### src/rtl/alu_issue_pkg.sv
// +----------------------------------------------------------------------------+
// | alu_issue_pkg : opcodes, instruction field positions, issue bundle type    |
// | Revision      : 1.0                                                        |
// +----------------------------------------------------------------------------+
`default_nettype none

package alu_issue_pkg;

    localparam logic [3:0] OP_NOP         = 4'd0;
    localparam logic [3:0] OP_ADD         = 4'd1;
    localparam logic [3:0] OP_SUB         = 4'd2;
    localparam logic [3:0] OP_AND         = 4'd3;
    localparam logic [3:0] OP_OR          = 4'd4;
    localparam logic [3:0] OP_XOR         = 4'd5;
    localparam logic [3:0] OP_NOT         = 4'd6;
    localparam logic [3:0] OP_SLA         = 4'd7;
    localparam logic [3:0] OP_SRA         = 4'd8;
    localparam logic [3:0] OP_SRL         = 4'd9;
    localparam logic [3:0] OP_ILLEGAL_MIN = 4'd10;

    localparam int OP_LSB     = 28;
    localparam int RD_LSB     = 24;
    localparam int RS_LSB     = 20;
    localparam int RT_LSB     = 16;
    localparam int SHAMT_LSB  = 11;
    localparam int IMMSEL_BIT = 10;
    localparam int IMM_LSB    = 0;
    localparam int REG_AW     = 4;

    typedef struct packed {
        logic [31:0]       a;
        logic [31:0]       b;
        logic [4:0]        shamt;
        logic [3:0]        funct;
        logic [REG_AW-1:0] rd;
    } issue_bundle_t;

    function automatic logic op_is_legal(input logic [3:0] op);
        return op < OP_ILLEGAL_MIN;
    endfunction

endpackage

`default_nettype wire

### src/rtl/alu_issue_regfile.sv
// +----------------------------------------------------------------------------+
// | alu_issue_regfile : 2R/1W register file, R0 hardwired to zero.             |
// | ALU_ISSUE_BYPASS_EN forwards the same-cycle write data to both read ports. |
// | Revision          : 1.0                                                    |
// +----------------------------------------------------------------------------+
`default_nettype none

module alu_issue_regfile #(
    parameter int NREGS = 16
) (
    input  logic                     clk,
    input  logic                     rst_n,
    input  logic [$clog2(NREGS)-1:0] raddr_a_i,
    output logic [31:0]              rdata_a_o,
    input  logic [$clog2(NREGS)-1:0] raddr_b_i,
    output logic [31:0]              rdata_b_o,
    input  logic                     we_i,
    input  logic [$clog2(NREGS)-1:0] waddr_i,
    input  logic [31:0]              wdata_i
);
    logic [31:0] mem_q [NREGS];

    always_ff @(posedge clk or negedge rst_n) begin
        if (!rst_n) begin
            for (int i = 0; i < NREGS; i++) mem_q[i] <= '0;
        end else if (we_i && waddr_i != '0) begin
            mem_q[waddr_i] <= wdata_i;
        end
    end

    always_comb begin
        rdata_a_o = mem_q[raddr_a_i];
`ifdef ALU_ISSUE_BYPASS_EN
        if (we_i && waddr_i == raddr_a_i) rdata_a_o = wdata_i;
`endif
        if (raddr_a_i == '0) rdata_a_o = '0;
    end

    always_comb begin
        rdata_b_o = mem_q[raddr_b_i];
`ifdef ALU_ISSUE_BYPASS_EN
        if (we_i && waddr_i == raddr_b_i) rdata_b_o = wdata_i;
`endif
        if (raddr_b_i == '0) rdata_b_o = '0;
    end

endmodule

`default_nettype wire

### src/rtl/alu_issue_stage.sv
// +----------------------------------------------------------------------------+
// | alu_issue_stage : decode/operand fetch with scoreboard ahead of the ALU.   |
// | ALU_ISSUE_BYPASS_EN lets a writeback release a stall in its own cycle.     |
// | Revision        : 1.0                                                      |
// +----------------------------------------------------------------------------+
`default_nettype none

module alu_issue_stage #(
    parameter int NREGS = 16,
    parameter int IMM_W = 10
) (
    input  logic                     clk,
    input  logic                     rst_n,
    input  logic                     in_valid,
    output logic                     in_ready,
    input  logic [31:0]              instr,
    input  logic                     wb_en,
    input  logic [$clog2(NREGS)-1:0] wb_addr,
    input  logic [31:0]              wb_data,
    output logic                     out_valid,
    input  logic                     out_ready,
    output logic [31:0]              a,
    output logic [31:0]              b,
    output logic [4:0]               shamt,
    output logic [3:0]               funct,
    output logic [$clog2(NREGS)-1:0] out_rd,
    output logic                     illegal
);
    import alu_issue_pkg::*;

    localparam int AW = $clog2(NREGS);

    logic [3:0]       op;
    logic [AW-1:0]    rd, rs, rt;
    logic [4:0]       shamt_f;
    logic             imm_sel;
    logic [IMM_W-1:0] imm;
    logic [31:0]      imm_ext;
    logic [31:0]      rdata_a, rdata_b;

    assign op      = instr[OP_LSB +: 4];
    assign rd      = instr[RD_LSB +: AW];
    assign rs      = instr[RS_LSB +: AW];
    assign rt      = instr[RT_LSB +: AW];
    assign shamt_f = instr[SHAMT_LSB +: 5];
    assign imm_sel = instr[IMMSEL_BIT];
    assign imm     = instr[IMM_LSB +: IMM_W];
    assign imm_ext = {{(32-IMM_W){imm[IMM_W-1]}}, imm};

    alu_issue_regfile #(.NREGS(NREGS)) u_regfile (
        .clk       (clk),
        .rst_n     (rst_n),
        .raddr_a_i (rs),
        .rdata_a_o (rdata_a),
        .raddr_b_i (rt),
        .rdata_b_o (rdata_b),
        .we_i      (wb_en),
        .waddr_i   (wb_addr),
        .wdata_i   (wb_data)
    );

    logic [NREGS-1:0] pending_q, pending_d, pend_view, wb_clr;
    logic             out_valid_q, illegal_q;
    issue_bundle_t    bundle_q, bundle_d;
    logic             rt_used, hazard, stall, fire, load;

    assign wb_clr = wb_en ? ({{(NREGS-1){1'b0}}, 1'b1} << wb_addr) : '0;

`ifdef ALU_ISSUE_BYPASS_EN
    assign pend_view = pending_q & ~wb_clr;
`else
    assign pend_view = pending_q;
`endif

    // rd is checked too so a later writer never overtakes an in-flight one
    assign rt_used  = (op != OP_NOT) && !imm_sel;
    assign hazard   = pend_view[rs] | (rt_used & pend_view[rt]) | pend_view[rd];
    assign stall    = in_valid & hazard;
    assign in_ready = !stall && (!out_valid_q || out_ready);
    assign fire     = in_valid & in_ready;
    assign load     = fire & (op != OP_NOP) & op_is_legal(op);

    always_comb begin
        pending_d = pending_q & ~wb_clr;
        if (load && rd != '0) pending_d[rd] = 1'b1;
    end

    always_comb begin
        bundle_d.a     = rdata_a;
        bundle_d.b     = imm_sel ? imm_ext : rdata_b;
        bundle_d.shamt = shamt_f;
        bundle_d.funct = op;
        bundle_d.rd    = REG_AW'(rd);
    end

    always_ff @(posedge clk or negedge rst_n) begin
        if (!rst_n) begin
            pending_q   <= '0;
            out_valid_q <= 1'b0;
            illegal_q   <= 1'b0;
            bundle_q    <= '0;
        end else begin
            pending_q <= pending_d;
            illegal_q <= fire && !op_is_legal(op);
            if (load) begin
                bundle_q    <= bundle_d;
                out_valid_q <= 1'b1;
            end else if (out_ready) begin
                out_valid_q <= 1'b0;
            end
        end
    end

    assign out_valid = out_valid_q;
    assign illegal   = illegal_q;
    assign a         = bundle_q.a;
    assign b         = bundle_q.b;
    assign shamt     = bundle_q.shamt;
    assign funct     = bundle_q.funct;
    assign out_rd    = bundle_q.rd[AW-1:0];

endmodule

`default_nettype wire

### config.mk
export PLATFORM = sky130hd
export DESIGN_NAME = alu_issue_stage
export DESIGN_NICKNAME = d
export VERILOG_FILES = /design/src/rtl/alu_issue_pkg.sv /design/src/rtl/alu_issue_regfile.sv /design/src/rtl/alu_issue_stage.sv
export SDC_FILE = /design/constraint.sdc
export NUM_CORES = 1
export LEC_CHECK = 0
export ABC_CLOCK_PERIOD_IN_PS = 3050
export BUFFER_PORTS_ARGS = -buffer_cell sky130_fd_sc_hd__buf_2
export CELL_PAD_IN_SITES_DETAIL_PLACEMENT = 1
export CELL_PAD_IN_SITES_GLOBAL_PLACEMENT = 1
export CORE_UTILIZATION = 51
export CTS_BUF_LIST = sky130_fd_sc_hd__clkbuf_16
export DETAILED_ROUTE_END_ITERATION = 10
export HOLD_SLACK_MARGIN = 0.02
export MAX_ROUTING_LAYER = met4
export PLACE_DENSITY_LB_ADDON = 0.1
export SLEW_MARGIN = 25
export SYNTH_ARGS = -nofsm -noshare
export SYNTH_HDL_FRONTEND = slang
export SYNTH_HIERARCHICAL = 1
export SYNTH_SLANG_ARGS = --single-unit
### constraint.sdc
create_clock -name clk -period 3.05 [get_ports clk]
set_clock_uncertainty 0.2 [all_clocks]
set_input_delay 0.4575 -clock clk [delete_from_list [all_inputs] [get_ports clk]]
set_output_delay 0.4575 -clock clk [all_outputs]
set_load 0.05 [all_outputs]
; Yosys cells after proc, flatten, opt, wreduce, memory -nomap -nowiden
; Cells that the tools add are included.
[op_classes]
muxes = 24
magnitude_cmp = 9
n_bitwise = 13
reduce_logical = 18
n_shift = 1
eq_ne = 1
[ops]
columns = op, n
row1 = $bwmux W512, 1
row2 = $bmux W32 S4, 2
row3 = $mux W32, 8
row4 = $demux W32 S4, 1
row5 = $mux W16, 2
row6 = $and A16 B16 Y16, 1
row7 = $not A16 Y16, 1
row8 = $or A16 B16 Y16, 1
row9 = $shl A1 B4 Y16 const A, 1
row10 = $ge A5 B5 Y1 const B, 3
row11 = $lt A4 B5 Y1 const B, 3
row12 = $not A4 Y5, 3
row13 = $bmux W1 S4, 3
row14 = $reduce_bool A4 Y1, 3
row15 = $logic_not A4 Y1, 2
row16 = $logic_and A1 B1 Y1, 7
row17 = $mux W1, 6
row18 = $and A1 B1 Y1, 5
row19 = $lt A5 B1 Y1 const B, 1
row20 = $demux W1 S4, 1
row21 = $ge A4 B1 Y1 const B, 1
row22 = $logic_not A1 Y1, 4
row23 = $lt A4 B4 Y1 const B, 1
row24 = $ne A4 B3 Y1 const B, 1
row25 = other kinds (3), 4
[totals]
inputBits = 73
output_inout_bits = 80
ff_bits = 607
wordCells = 90

; Logic depth before layout (Yosys ltp)
[logic_depth]
depth_word = 13
mapped_depth = 11
ltp_nobuf = 7

; By module
; The synthesis kept the hierarchy.
[modules_own_cells]
columns = mod, area_per_inst_um2, cells_per_inst, seq_area_each_um2, instances
row1 = alu_issue_regfile, 25730.9, 1767, 12036.5, 1
row2 = alu_issue_stage, 4505.6, 349, 2377.3, 1

; Worst setup path after synthesis
; No wires, ideal clock.
[synth_timing]
kind = input -> output
startpoint = input port instr[25]
endpoint = output port in_ready
slack_ns = -0.208
t_arrival_ns = 2.601
cell_stages = 7
path_cell_list = buf_6 mux4_2 nand3b_1 nand4_1 a21oi_2 nand2_1 a21boi_0
[synth_via]
elab_chain_len = 6
[synth_lines]
columns = element, line_no
row1 = "start, declared", alu_issue_stage.sv:16  ; input logic [31:0] instr,
row2 = $bmux W1 S4, alu_issue_stage.sv:77  ; assign hazard = pend_view[rs] | (rt_used & pend_view[rt]) | pend_view[rd];
row3 = $mux W1 (not written as such), alu_issue_stage.sv:77
row4 = $or A1 B1 Y1, alu_issue_stage.sv:77
row5 = $and A1 B1 Y1, alu_issue_stage.sv:78  ; assign stall = in_valid & hazard;
row6 = $logic_not A1 Y1, alu_issue_stage.sv:79  ; assign in_ready = !stall && (!out_valid_q || out_ready);
row7 = $logic_and A1 B1 Y1, alu_issue_stage.sv:79
row8 = "end, declared", alu_issue_stage.sv:15  ; output logic in_ready,
; No other way between the ends. The select of a mux whose other input is x is not followed.

; Worst setup path after layout
[layout_timing]
startpoint = register pending_q[7], in the netlist pend_view[7]
endpoint = output port in_ready
[layout_via]
elab_chain_len = 8
[layout_lines]
columns = element, line_no
row1 = "start, declared", alu_issue_stage.sv:62  ; logic [NREGS-1:0] pending_q, pending_d, pend_view, wb_clr;
row2 = "start signal, assigned", alu_issue_stage.sv:103  ; pending_q <= pending_d;
row3 = $bmux W1 S4, alu_issue_stage.sv:77
row4 = $mux W1 (not written as such), alu_issue_stage.sv:77
row5 = $and A1 B1 Y1, alu_issue_stage.sv:77
row6 = $or A1 B1 Y1, alu_issue_stage.sv:77
row7 = $or A1 B1 Y1 *, alu_issue_stage.sv:77
row8 = $and A1 B1 Y1 *, alu_issue_stage.sv:78
row9 = $logic_not A1 Y1 *, alu_issue_stage.sv:79
row10 = $logic_and A1 B1 Y1 *, alu_issue_stage.sv:79
; Mark *: on every way between the ends. The rest lies on a longest branch, timed or not. The select of a mux whose other input is x is not followed.

==> summary.txt <==
Status
  • Status: finished with violations
  • Failing checks: setup timing

Floorplan
  • Site Rows: between 80 and 90
  • Initial Util: 0.520
  • Die width: around 250 um
  • Chip height: 245 um
  • Number of I/O pins: roughly 150
  • Die footprint: 60300 um^2
  • CORE AREA: 58100 um^2

Global route
  • Initial antenna violation count: 5
  • Largest net degree at the start of global routing: between 80 and 90
  • Vias in the first global route: 22600
  • GR Layer Usage met1: 0.431
  • Met2 GRT Util: 0.517
  • GR Util met3: 0.0587
  • Total track usage: 0.328
  • Global route total overflow: 0
  • Gr busiest metal: met2
  • First-pass GRT wire length: roughly 140000 um

Synth
  • Synth unique cells: 50
  • Netlist Area Pre-Place: roughly 30000 um^2
  • EDFF count, synth: 0
  • Ys async rst share: 1.00
  • Dominant cell type by area after synthesis: dfrtp_1
  • Post-synth top area share: 0.477
  • Syn. warnings: 6
  • Syn Inst Count: 2116
  • Seq/Total Area, Yosys: 0.477
  • Avg Inst Size Synth: approximately 14 um^2
  • Count leader, synth: mux2_2
  • Post-synth top cells: mux2_2, dfrtp_1, mux4_2
  • Synthesis-stage register bit count: 576
  • Synth area leaders: dfrtp_1, mux2_2, mux4_2, mux2i_1, buf_2
  • Most common flop cell mapped by yosys: dfrtp_1
  • Syn_nets: 2189

Clock tree
  • CTS sink count: 576
  • Clk buf depth: 3
  • TritonCTS clock tree: yes
  • CTS root buffer: clkbuf_16
  • Reg clk slew, reported paths: around 60 ps
  • TritonCTS buffer count: 66
  • Clk_lat worst skew: 600 ps
  • Htree depth: 3

Pwr
  • Leakage: around 15 nW
  • P_int: around 18 mW
  • Net Switching: approximately 8.9 mW
  • VDD IR-drop max: around 640 uV
  • Comb pwr share: 0.291
  • P per Cell Area: roughly 770 nW/um^2
  • Clk pwr share: 0.289
  • Flop pwr share: 0.420
  • Switching Share: 0.331

Routing
  • Total wire length: 92800 um
  • Wire per inst: ~30 um
  • Drt first-iter violations: roughly 1600
  • Remaining antenna violation count: 0
  • Vias/cell: 6.55
  • DRC: 0
  • Drt pass-1 iters: 5
  • Vias: roughly 20000

Job
  • MaxCap Viol Count: 0

Critical path
  • WS Path Type: reg -> out
  • CP max FO: 4
  • Worst Path Arrival: between 2000 and 2500 ps
  • Startpoint types: flop
  • Worst Setup End Kind: output port
  • Worst EP required: between 2000 and 2500 ps

STA
  • Final setup vio count: 1
  • Unrepaired setup endpoints after global routing: yes
  • Minimum clock period: 3090 ps
  • Final Hold Viols: 0
  • Pins Over Slew Limit: 0
  • Final worst-path cycle share: 1.01
  • Max Freq: 323 MHz
  • PnR worst setup slack: -43.4 ps
  • Setup TNS: -43.4 ps
  • Worst slew margin: 0.435
  • Slew @ Worst Pin: between 800 and 900 ps
  • Hold_ws: 73.2 ps

Cells and area
  • Ratio of cells with drive above 1 in the final layout: 0.503
  • NumNets Final: between 2000 and 2500
  • Area Overhead vs Synth: 14.6%

Worst hold path
  • Hold Path Class: in -> reg

Placed design
  • GP Congestion: approximately 0.83
  • IO Port Bufs: 152
  • Hpwl dp: ~54000 um
-- worst paths after layout --
path	startpoint	to	slack [ps]	depth (start not counted)
max in group asynchronous	rst_n	a[8]	1470	3
min in group asynchronous	rst_n	shamt[0]	210	2
setup / recovery	pend_view[7]	in_ready	-40	7
setup reg to reg	pend_view[7]	pend_view[1]	20	10
hold / removal	instr[25]	pend_view[4]	70	2
hold reg to reg	u_regfile/mem_q[484]	u_regfile/mem_q[484]	210	0
-- power by group through the flow --
stage | clock, mW | sequential, mW | combinational (mW)
after floorplan | 0 | 12.5 | 4.18
after global placement | 0 | 11.1 | 7.46
after detailed placement | 0 | 11.3 | 7.71
after CTS | 7.91 | 11.2 | 7.82
after global routing | 8.19 | 11.5 | 8.27
final | 7.75 | 11.2 | 7.80
-- cells in the final DEF, fill, tap and decap left out, drive strengths merged, types with 3 or more instances in the layout --
cell type / n
dfrtp: 576
o22ai: 28
or3: 3
o21ai: 41
o31ai: 10
buf: 254
mux2i: 78
a221o: 37
nor2: 39
a21oi: 19
mux2: 632
o31a: 23
clkbuf: 72
o22a: 24
mux4: 168
a22oi: 30
diode: 5
o41ai: 6
nand2b: 14
nand3: 7
bufinv: 5
dlygate4sd3: 25
nand2: 21
clkinv: 17
inv: 46
nor3: 32
a221oi: 31
nand3b: 10
nor2b: 37
-- repair_timing --
action | 4_1_cts | 5_1_grt
pin swaps | 3 | 2
buffers inserted | 2 | 2
gates cloned | 0 | 0
resized for setup | 4 | 2
setup endpoints to repair | 1 | 2
hold buffers | 25 | 0
hold endpoints to repair | 65 | 0
-- per-stage QoR --
step / setup slack, ps / cells / cell area (um^2) / util / power [mW]
after CTS: 2.34 / 3064 / 34600 / 0.595 / 27.0
after detailed placement: 53.9 / 2922 / 32200 / 0.555 / 19.0
after global placement: 96.9 / 2922 / 32200 / 0.555 / 18.6
final: -43.4 / 3072 / 34700 / 0.596 / 26.8
after floorplan: 162 / 2116 / 30200 / - / 16.7
after global routing: -149 / 3072 / 34700 / 0.596 / 28.0
-- cell type report --
class | instances | area (um^2)
Clock inverter | 44 | 305
Sequential cell | 576 | 14400
Antenna cell | 5 | 12.5
Fill cell | 5462 | 23500
Tap cell | 765 | 957
Multi-Input combinational cell | 1307 | 14700
Timing Repair Buffer | 280 | 2360
Clock buffer | 71 | 1780
Inverter | 24 | 90.1
-- cells by family (layout without fill, tap and decap cells) --
| group | Yosys count | after routing | synth area share |
|---|---|---|---|
| AO/OA/AOI/OAI | 257 | 257 | 0.0668 |
| buffers and inverters | 233 | 419 | 0.0389 |
| flip-flops | 576 | 576 | 0.477 |
| multiplexers | 878 | 878 | 0.388 |
| other | 0 | 5 | 0 |
| AND/OR/NAND/NOR | 172 | 172 | 0.0300 |
-- worst max-delay path, cell delays in order, from the launching register on --
cell	delay [ps]
dfrtp_1	430
mux4_2	490
nand3b_1	100
nand4_1	120
a21oi_2	190
nand2_2	130
a21boi_2	190
buf_6	180
-- layer usage --
metal / vias up / wire [um] / share of wire
li1: 8391 / - / -
met3: 210 / 5540 / 0.060
met4: 0 / 2850 / 0.031
met1: 10800 / 39200 / 0.42
met5: - / 0 / 0
met2: 713 / 45300 / 0.49
-- registers in the layout, summed over array words and instances, names as in the netlist --
| name | cells |
|---|---|
| pend_view | 16 |
| out_rd | 4 |
| funct | 4 |
| out_valid | 1 |
| b | 32 |
| shamt | 5 |
| u_regfile/mem_q | 481 |
| illegal | 1 |
| a | 32 |
Note: power is estimated with default switching activity, not from simulation.
